### config.mk
export PLATFORM = sky130hd
export DESIGN_NAME = oki_bank_mapper
export DESIGN_NICKNAME = d
export VERILOG_FILES = /design/src/rtl/oki_bank_mapper.sv
export SDC_FILE = /design/constraint.sdc
export NUM_CORES = 1
export LEC_CHECK = 0
export BUFFER_PORTS_ARGS = -buffer_cell sky130_fd_sc_hd__buf_4
export CAP_MARGIN = 20
export CORE_AREA = 3 3 102 94
export DETAILED_ROUTE_END_ITERATION = 16
export DIE_AREA = 0 0 105 97
export PLACE_DENSITY_LB_ADDON = 0.1
export SYNTH_ARGS = -nofsm -noshare
export SYNTH_HDL_FRONTEND = slang
export SYNTH_HIERARCHICAL = 1
export SYNTH_SLANG_ARGS = --single-unit
### constraint.sdc
create_clock -name CLK -period 2.3 [get_ports CLK]
set_input_delay 0.23 -clock CLK [delete_from_list [all_inputs] [get_ports CLK]]
set_output_delay 0.23 -clock CLK [all_outputs]
set_load 0.02 [all_outputs]
### src/rtl/oki_bank_mapper.sv
// oki_bank_mapper: clocked NMK-112 style OKI sample-ROM bank switcher for up to 8 channels.
// Build macro OKI_BANK_DEFER_EN: bank changes apply only at sample-table fetches.

module oki_bank_lane #(
   parameter int BANK_W = 6
) (
   input  logic              CLK,
   input  logic              nRST,
   input  logic              wr_en,
   input  logic [1:0]        wr_pg,
   input  logic [BANK_W-1:0] wr_data,
   input  logic [9:0]        oki_a,
   output logic [BANK_W-1:0] bank_out
);
   logic [3:0][BANK_W-1:0] bank;
   logic [3:0][BANK_W-1:0] active;
   logic                   table_hit;
   logic [1:0]             page;

   // oki_a holds OKI address bits 17:8; the sample table lives where bits 17:10 are zero
   assign table_hit = (oki_a[9:2] == 8'd0);
   assign page      = table_hit ? oki_a[1:0] : oki_a[9:8];

   always_ff @(posedge CLK or negedge nRST) begin
      if (!nRST)
         bank <= '0;
      else if (wr_en)
         bank[wr_pg] <= wr_data;
   end

`ifdef OKI_BANK_DEFER_EN
   // a table fetch marks a new sample, so the shadow banks go live only then
   always_ff @(posedge CLK or negedge nRST) begin
      if (!nRST)
         active <= '0;
      else if (table_hit)
         active <= bank;
   end
`else
   assign active = bank;
`endif

   always_ff @(posedge CLK or negedge nRST) begin
      if (!nRST)
         bank_out <= '0;
      else
         bank_out <= active[page];
   end
endmodule

module oki_bank_mapper #(
   parameter  int CHANNELS = 2,
   parameter  int BANK_W   = 6,
   localparam int CH_BITS  = (CHANNELS > 1) ? $clog2(CHANNELS) : 1,
   localparam int AW       = CH_BITS + 3
) (
   input  logic                       CLK,
   input  logic                       nRST,
   input  logic                       nCS,
   input  logic                       nWR,
   input  logic [AW-1:0]              A,
   input  logic [BANK_W-1:0]          D,
   input  logic [CHANNELS*10-1:0]     OKI_A,
   output logic [CHANNELS-1:0]        nOKI_SEL,
   output logic [CHANNELS*BANK_W-1:0] OKI_BANK
);
   localparam int SYNC_STAGES = 2;

   typedef struct packed {
      logic              ncs;
      logic              nwr;
      logic [AW-1:0]     a;
      logic [BANK_W-1:0] d;
   } bus_t;

   typedef struct packed {
      logic [CH_BITS-1:0] ch;
      logic [1:0]         pg;
      logic [BANK_W-1:0]  d;
   } hold_t;

   bus_t                   bus_s1, bus_s2;
   hold_t                  hold;
   logic [SYNC_STAGES-1:0] vld_pipe;
   logic                   armed;
   logic                   strobe_s2;
   logic                   wr;
   logic                   wr_s3;
   logic                   hold_vld;
   logic                   commit;

   genvar n;
   generate
      for (n = 0; n < CHANNELS; n++) begin : g_sel
         assign nOKI_SEL[n] = !(!nCS && !A[AW-1] && (A[AW-2:2] == CH_BITS'(n)));
      end
   endgenerate

   assign strobe_s2 = !bus_s2.ncs && !bus_s2.nwr && bus_s2.a[AW-1];
   assign wr        = strobe_s2 && armed;
   assign commit    = wr_s3 && !wr && hold_vld;

   always_ff @(posedge CLK or negedge nRST) begin
      if (!nRST) begin
         bus_s1 <= '0;
         bus_s2 <= '0;
      end else begin
         bus_s1 <= '{ncs: nCS, nwr: nWR, a: A, d: D};
         bus_s2 <= bus_s1;
      end
   end

   // A strobe already low when reset releases is ignored: accept writes only after
   // a real (post-reset) idle sample has reached s2.
   always_ff @(posedge CLK or negedge nRST) begin
      if (!nRST) begin
         vld_pipe <= '0;
         armed    <= 1'b0;
      end else begin
         vld_pipe <= {vld_pipe[SYNC_STAGES-2:0], 1'b1};
         if (vld_pipe[SYNC_STAGES-1] && !strobe_s2)
            armed <= 1'b1;
      end
   end

   // hold_vld needs two consecutive strobe samples, so single-edge glitches never commit
   always_ff @(posedge CLK or negedge nRST) begin
      if (!nRST) begin
         wr_s3    <= 1'b0;
         hold_vld <= 1'b0;
         hold     <= '0;
      end else begin
         wr_s3 <= wr;
         if (wr)
            hold <= '{ch: bus_s2.a[AW-2:2], pg: bus_s2.a[1:0], d: bus_s2.d};
         if (wr && wr_s3)
            hold_vld <= 1'b1;
         else if (!wr)
            hold_vld <= 1'b0;
      end
   end

   generate
      for (n = 0; n < CHANNELS; n++) begin : g_lane
         oki_bank_lane #(.BANK_W(BANK_W)) u_lane (
            .CLK      (CLK),
            .nRST     (nRST),
            .wr_en    (commit && (hold.ch == CH_BITS'(n))),
            .wr_pg    (hold.pg),
            .wr_data  (hold.d),
            .oki_a    (OKI_A[n*10 +: 10]),
            .bank_out (OKI_BANK[n*BANK_W +: BANK_W])
         );
      end
   endgenerate
endmodule

==> qor.txt, run 1 <==
Status -> finished, final reports clean
NumNets Final -> 342
Max Root-Sink Buffers -> 2
Final hold slack -> 0.282 ns
Seq pwr share -> 0.588
Vias in the first global route -> 2241
Via count -> 2141
GRT Resource Usage Total -> 0.144
Initial Util -> 0.448
Clock latency on the worst-skew pair -> 0.36 ns
Top Ports -> 48
Inst Count DP -> 401
Post-Syn Nets -> 271
CP Launch Type -> flop
Min Tclk post-route -> 2.03 ns
Routed Antenna Nets -> 0
Yosys synthesis warning count -> 6
Non-filler cells, final -> 432
Die Span Y -> 97 um
Max Fclk -> 0.492 GHz
Clock-pin transition on the worst setup and hold timing paths -> 0.10 ns
Setup TNS -> 0 ns
Final GP Congestion -> 0.694
Seq/Total Area, Yosys -> 0.638
Initial antenna violation count -> 0
Sw Share -> 0.258
CTS Root Cell -> clkbuf_8
Die area -> 0.0102 mm^2
Maximum vdd ir drop -> 0.425 mV
Final Skew -> 0.0120 ns
Final setup fails -> 0
Area Overhead vs Synth -> 21.6%
Clk sinks -> 98
Max Cap Violations -> 0
N_diodes -> 0
HP Class -> input pin to flop
Worst Tran Pin Value -> 0.922 ns
FF-to-FF path depth -> 4
Vias/cell -> 4.96
Cells after synthesis -> 237
Post-Syn Area -> 0.00384 mm^2
Synth async-reset ratio -> 1.00
Grt total ovfl -> 0
Sw power -> 0.000832 W
First DRT Iteration DRCs -> 56
Final number of hold-violating endpoints -> 0
Fin crit share -> 0.883
Final Max Tran Viols -> 0
Wire length of the first global-routing pass -> 11500 um
DP HPWL -> 4380 um
Unique cell type count in the Yosys netlist -> 28
CTS tree -> done
Post-synth EDFFs -> 0
Worst Hold Depth -> 3
Prevailing post-synth register cell -> dfrtp_1
CP required -> 2.55 ns
Number of synthesized register bits -> 98
Layout cells sized above 1 -> 0.495
Cell Rows -> 32
Combinational share of power -> 0.084
RSZ-0062 raised after global routing -> false
Clock power frac -> 0.328
Pin count of the biggest net entering global routing -> 45
H-tree Lvls -> 3
Remaining DRCs -> 0
First drt pass iteration count -> 4
Leakage -> 2.21 nW
# port buffers -> 47
Routed WL per cell -> 15.5 um
Relative max-transition margin -> 0.385
Core area -> 0.00857 mm^2
Crit. End Element -> flop
Routed Wire Length -> 6690 um
WS Path Type -> flop to flop
Num CTS Buffers -> 9
Syn Area/Cell -> 16.2 um^2
Die Wd -> 105 um
Worst Path Max Fanout -> 13
Critical path arrival -> 2.28 ns
Fill cells -> 744
Pint -> 0.00239 W
Power density over cell area -> 691 mW/mm^2
==> per-stage QoR <==
stage,area [um^2],total power [W],worst slack (ns),utilization
detailed placement,4330,0.00219,0.267,0.505
global placement,4330,0.00218,0.299,0.505
floorplan,3840,0.00202,0.372,-
global route,4670,0.00340,0.0850,0.545
finish,4670,0.00323,0.268,0.545
CTS,4650,0.00328,0.223,0.542
==> area by class of cell <==
class	instances	area, um^2	share of cell area
sequential	98	2450	0.525
multi-input combinational	134	1340	0.288
timing repair buffer	65	533	0.114
tap	119	149	0.0319
clock buffer	10	138	0.0295
clock inverter	6	55.1	0.0118
==> flip-flops by register name, summed over array words and instances, names as in the netlist <==
signal / flops
g_lane.u_lane/active: 48
bus_s1: 12
bus_s2: 12
g_lane.u_lane/bank_out: 12
hold: 9
vld_pipe: 2
armed: 1
hold_vld: 1
wr_s3: 1
==> power by group through the flow <==
stage	registers (W)	clock network [W]	logic, W
final	0.00190	0.00106	0.000270
after global routing	0.00192	0.00119	0.000295
after CTS	0.00190	0.00111	0.000272
after detailed placement	0.00193	0	0.000254
after global placement	0.00193	0	0.000249
after floorplan	0.00190	0	0.000121
==> critical path, cell delays in order (launching register included) <==
cell      delay (ns)
dfrtp_1         0.39
and4bb_4        0.28
nor3_1          0.36
nor3b_2         0.49
mux2_2          0.38
==> synth_stat cells, types with 4 or more instances <==
| cell type | n | area (um^2) |
|---|---|---|
| dfrtp_1 | 98 | 2450 |
| mux2_2 | 51 | 574 |
| a21oi_1 | 14 | 70.1 |
| mux2i_1 | 12 | 120 |
| nand2b_2 | 12 | 105 |
| a22oi_2 | 8 | 100 |
| mux2_4 | 6 | 90.1 |
| a22oi_1 | 4 | 30.0 |
| nand3b_1 | 4 | 30.0 |
==> path summary, 6_finish.rpt <==
check,from,end,slack (ns)
worst min register to register,vld_pipe[0],vld_pipe[1],0.36
worst min-delay path,OKI_A[9],g_lane[0].u_lane/bank_out[0],0.28
worst max-delay path,armed,g_lane[0].u_lane/active[5],0.27
max in group asynchronous,nRST,g_lane[1].u_lane/active[18],1.29
min in group asynchronous,nRST,g_lane[0].u_lane/bank_out[1],0.41
worst max register to register,armed,g_lane[0].u_lane/active[5],0.27
==> placed cells by master (no fill, tap or decap), types with 2 or more instances in the layout <==
cell | Yosys | routed
nand2_1 | 2 | 2
mux2_4 | 6 | 6
nand3_1 | 2 | 2
a22oi_1 | 4 | 4
clkinv_4 | 0 | 2
a22oi_2 | 8 | 8
nor4b_1 | 2 | 2
nor4b_2 | 2 | 2
nand2b_2 | 12 | 12
buf_4 | 0 | 51
clkbuf_8 | 0 | 10
inv_6 | 0 | 3
a21oi_2 | 2 | 2
a21oi_1 | 14 | 14
mux2_2 | 51 | 51
nor4_4 | 2 | 2
dfrtp_1 | 98 | 98
nand3b_1 | 4 | 4
mux2i_1 | 12 | 12
dlygate4sd3_1 | 0 | 13
==> repair_timing <==
| action | 4_1_cts | 5_1_grt |
|---|---|---|
| setup endpoints to repair | 0 | 1 |
| setup buffers | 0 | 0 |
| endpoints found under the hold margin | 53 | 0 |
| hold buffers | 13 | 0 |
| resized for setup | 0 | 1 |
==> layer usage <==
layer  up-vias  global-route usage  wire, um
li1        999                   -         -
met4         0              0.0363        72
met3         7              0.0480       319
met1      1088               0.209      3320
met2        47               0.208      2980
met5         -                   0         0
==> cells by family (layout without fill, tap and decap cells) <==
logic type             after synthesis  count (layout)  share of synthesized area
multiplexers                        69              69                      0.204
AO/OA/AOI/OAI                       30              30                     0.0606
AND/OR/NAND/NOR                     34              34                     0.0821
buffers and inverters                5              81                     0.0137
flip-flops                          98              98                      0.638
other                                1               1                   0.000976
No activity file was read; power rests on OpenSTA's default activity.
==> inputs of run 2 (changes only) <==
--- a/config.mk
+++ b/config.mk
@@ -7,9 +7,9 @@
 export LEC_CHECK = 0
 export BUFFER_PORTS_ARGS = -buffer_cell sky130_fd_sc_hd__buf_4
 export CAP_MARGIN = 20
-export CORE_AREA = 3 3 102 94
+export CORE_AREA = 3 3 97 99
 export DETAILED_ROUTE_END_ITERATION = 16
-export DIE_AREA = 0 0 105 97
+export DIE_AREA = 0 0 100 102
 export PLACE_DENSITY_LB_ADDON = 0.1
 export SYNTH_ARGS = -nofsm -noshare
 export SYNTH_HDL_FRONTEND = slang
==> run 2 against run 1 <==
Against the previous run: routed wire length fell by 5.4%; final area shrank 0.38%; maximum frequency down 1.0%; global-route usage decreased by 1.0 points; non-clock buffer count unchanged; cell count decreased by 2.5%; first-iteration DRC count is 11% lower; total power up 0.54%; via count shrank 1.1%; critical path depth unchanged; sequential share of layout area grew 0.20 points; critical endpoint is now g_lane[1].u_lane/active[4].
==> qor.txt, run 2 (synthesis gave the netlist of run 1 again) <==
Num CTS Buffers -> 9 (unchanged)
FF-to-FF path depth -> 4 (unchanged)
Max Fclk -> 0.487 GHz (-1.0%)
Crit-path cells -> and4bb_4 -> nor3b_1 -> nor3b_2 -> mux2_2
Final instance area -> 0.00465 mm^2 (-0.38%)
Critical path's largest stage delay -> 0.50 ns (about the same)
WS Path Type -> flop to flop
Final Skew -> 0.00854 ns (-0.00349 ns)
Initial Util -> 0.445 (-0.00351)
M1 wire length -> 3040 um (-8.5%)
Commonest non-fill, non-tap cells in the layout -> dfrtp_1, mux2_2, buf_4
DP HPWL -> 4260 um (-2.8%)
Routed WL per cell -> 15.0 um (-2.9%)
Crit. End Element -> flop
Sw Share -> 0.236 (-0.0218)
WL met2 -> 2880 um (-3.3%)
Maximum vdd ir drop -> 0.320 mV (-25%)
Seq pwr share -> 0.583 (-0.005)
Setup TNS -> 0 ns (unchanged)
Initial antenna violation count -> 0 (unchanged)
Crit path from -> armed
Sw power -> 0.000766 W (-7.9%)
Critical path arrival -> 2.29 ns (about the same)
Clock latency on the worst-skew pair -> 0.35 ns (about the same)
Max reg flops -> 48 (unchanged)
Slowest-stage cell, CP -> nor3b_2
Cell Rows -> 34 (+6.3%)
CTS tree -> done
Clk sinks -> 98 (unchanged)
First drt pass iteration count -> 4 (unchanged)
Final number of hold-violating endpoints -> 0 (unchanged)
Area Overhead vs Synth -> 21.1%
Clock power frac -> 0.335 (+0.007)
Remaining DRCs -> 0 (unchanged)
Die Wd -> 100 um (-4.8%)
Routed Antenna Nets -> 0 (unchanged)
Vias/cell -> 5.03 (+1.5%)
Top Ports -> 48 (unchanged)
# port buffers -> 47 (unchanged)
Leakage -> 2.21 nW (about the same)
Inst Count DP -> 390 (-2.7%)
Relative max-transition margin -> 0.407 (+0.0216)
Non-filler cells, final -> 421 (-2.5%)
NumNets Final -> 342 (unchanged)
Combinational share of power -> 0.082 (-0.002)
Met3 WL post-DR -> 350 um (+9.7%)
RR Endpoint -> g_lane[1].u_lane/active[4]
Core area -> 0.00864 mm^2 (+0.79%)
Wire length of the first global-routing pass -> 10500 um (-8.5%)
Worst r2r src -> armed
CP Capture Point -> g_lane[1].u_lane/active[4]
CTS Root Cell -> clkbuf_8
Worst Tran Pin Value -> 0.890 ns (-0.0325 ns)
Die area -> 0.0102 mm^2 (+0.15%)
HP Class -> input pin to flop
Grt total ovfl -> 0 (unchanged)
Worst Path Max Fanout -> 13 (unchanged)
Fin crit share -> 0.893 (+0.00918)
Reg2Reg Setup Slack -> 0.25 ns (-0.02 ns)
H-tree Lvls -> 3 (unchanged)
Status -> finished, final reports clean
Routed Wire Length -> 6330 um (-5.4%)
RSZ-0062 raised after global routing -> false
Pint -> 0.00248 W (+3.5%)
Hold Startpoint -> OKI_A[9]
GRT Resource Usage Total -> 0.133 (-0.0102)
Resize count post-CTS -> 0 (unchanged)
Dpl cell area -> 0.00431 mm^2 (-0.32%)
Max Root-Sink Buffers -> 2 (unchanged)
Final Max Tran Viols -> 0 (unchanged)
Post-CTS Setup Bufs -> 0 (unchanged)
Final setup fails -> 0 (unchanged)
CP required -> 2.54 ns (about the same)
CP Launch Type -> flop
Vias in the first global route -> 2101 (-6.2%)
Most common cell after layout, fill and taps aside -> dfrtp_1
Fill cells -> 726 (-2.4%)
Clock-pin transition on the worst setup and hold timing paths -> 0.09 ns (about the same)
Power density over cell area -> 697 mW/mm^2 (+0.92%)
Max layer used -> met4
Layout cells sized above 1 -> 0.492 (-0.00319)
Register bank with the most flops -> g_lane.u_lane/active
Max Cap Violations -> 0 (unchanged)
Pin count of the biggest net entering global routing -> 49 (+8.9%)
Die Span Y -> 102 um (+5.2%)
First DRT Iteration DRCs -> 50 (-11%)
N_diodes -> 0 (unchanged)
Final GP Congestion -> 0.715 (+3.0%)
Via count -> 2118 (-1.1%)
Min Tclk post-route -> 2.05 ns (+0.0211 ns)
==> run 2: cell types whose count changed in the layout (fill, tap and decap cells not counted) <==
| cell | previous run | this run |
|---|---|---|
| bufinv_16 | 0 | 1 |
| clkbuf_1 | 0 | 1 |
| clkinv_2 | 0 | 3 |
| clkinv_4 | 2 | 1 |
| inv_6 | 3 | 0 |
| inv_8 | 1 | 0 |
| nor3b_2 | 1 | 2 |
| nor3b_4 | 1 | 0 |
==> run 2: worst max-delay path: cells and delay by family, from the launching register on <==
| family | cells | cell delay [ns] |
|---|---|---|
| and+or+nand+nor | 3 | 1.17 |
| DFF | 1 | 0.39 |
| muxes | 1 | 0.39 |
==> run 2: area by class of cell <==
class,instances,area [um^2],share of cell area
clock buffers,11,141,0.0304
multi-input cells,134,1340,0.287
flip-flops and latches,98,2450,0.527
repair buffers,65,533,0.115
clock inverters,5,53.8,0.0116
well taps,108,135,0.0290
==> run 2: per-layer routing <==
layer  GRT usage  up-vias
met4      0.0528        0
met5           0        -
met2       0.209       55
met3      0.0334        5
li1            -      995
met1       0.180     1063
==> run 2: worst min-delay path by stage <==
stage | end | slack (ns) | cells past startpoint
6_report | g_lane[0].u_lane/bank_out[5] | 0.26 | 3
3_5_place_dp | g_lane[0].u_lane/bank_out[2] | 0.29 | 1
4_1_cts | bus_s2[11] | 0.35 | 0
3_3_place_gp | g_lane[0].u_lane/bank_out[2] | 0.28 | 1
2_1_floorplan | armed | -0.07 | 0
5_1_grt | g_lane[0].u_lane/bank_out[5] | 0.25 | 3
==> run 2: timing repair <==
item	in CTS	in global routing
hold buffers	13	0
hold endpoints to repair	58	0
endpoints found under the setup margin	0	0
==> run 2: power groups by stage <==
stage | Combinational (W) | Clock (W) | Sequential (W)
after floorplan | 0.000121 | 0 | 0.00190
after global placement | 0.000248 | 0 | 0.00193
after global routing | 0.000292 | 0.00120 | 0.00191
after CTS | 0.000270 | 0.00113 | 0.00189
after detailed placement | 0.000252 | 0 | 0.00193
final | 0.000266 | 0.00109 | 0.00189
==> run 2: through the flow <==
step	setup WS [ns]	utilization	total power, W	hold slack [ns]
finish	0.247	0.539	0.00324	0.255
global route	0.0908	0.539	0.00340	0.255
CTS	0.237	0.537	0.00329	0.352
detailed placement	0.251	0.499	0.00218	0.288
global placement	0.315	0.499	0.00217	0.284
floorplan	0.372	-	0.00202	-0.0656
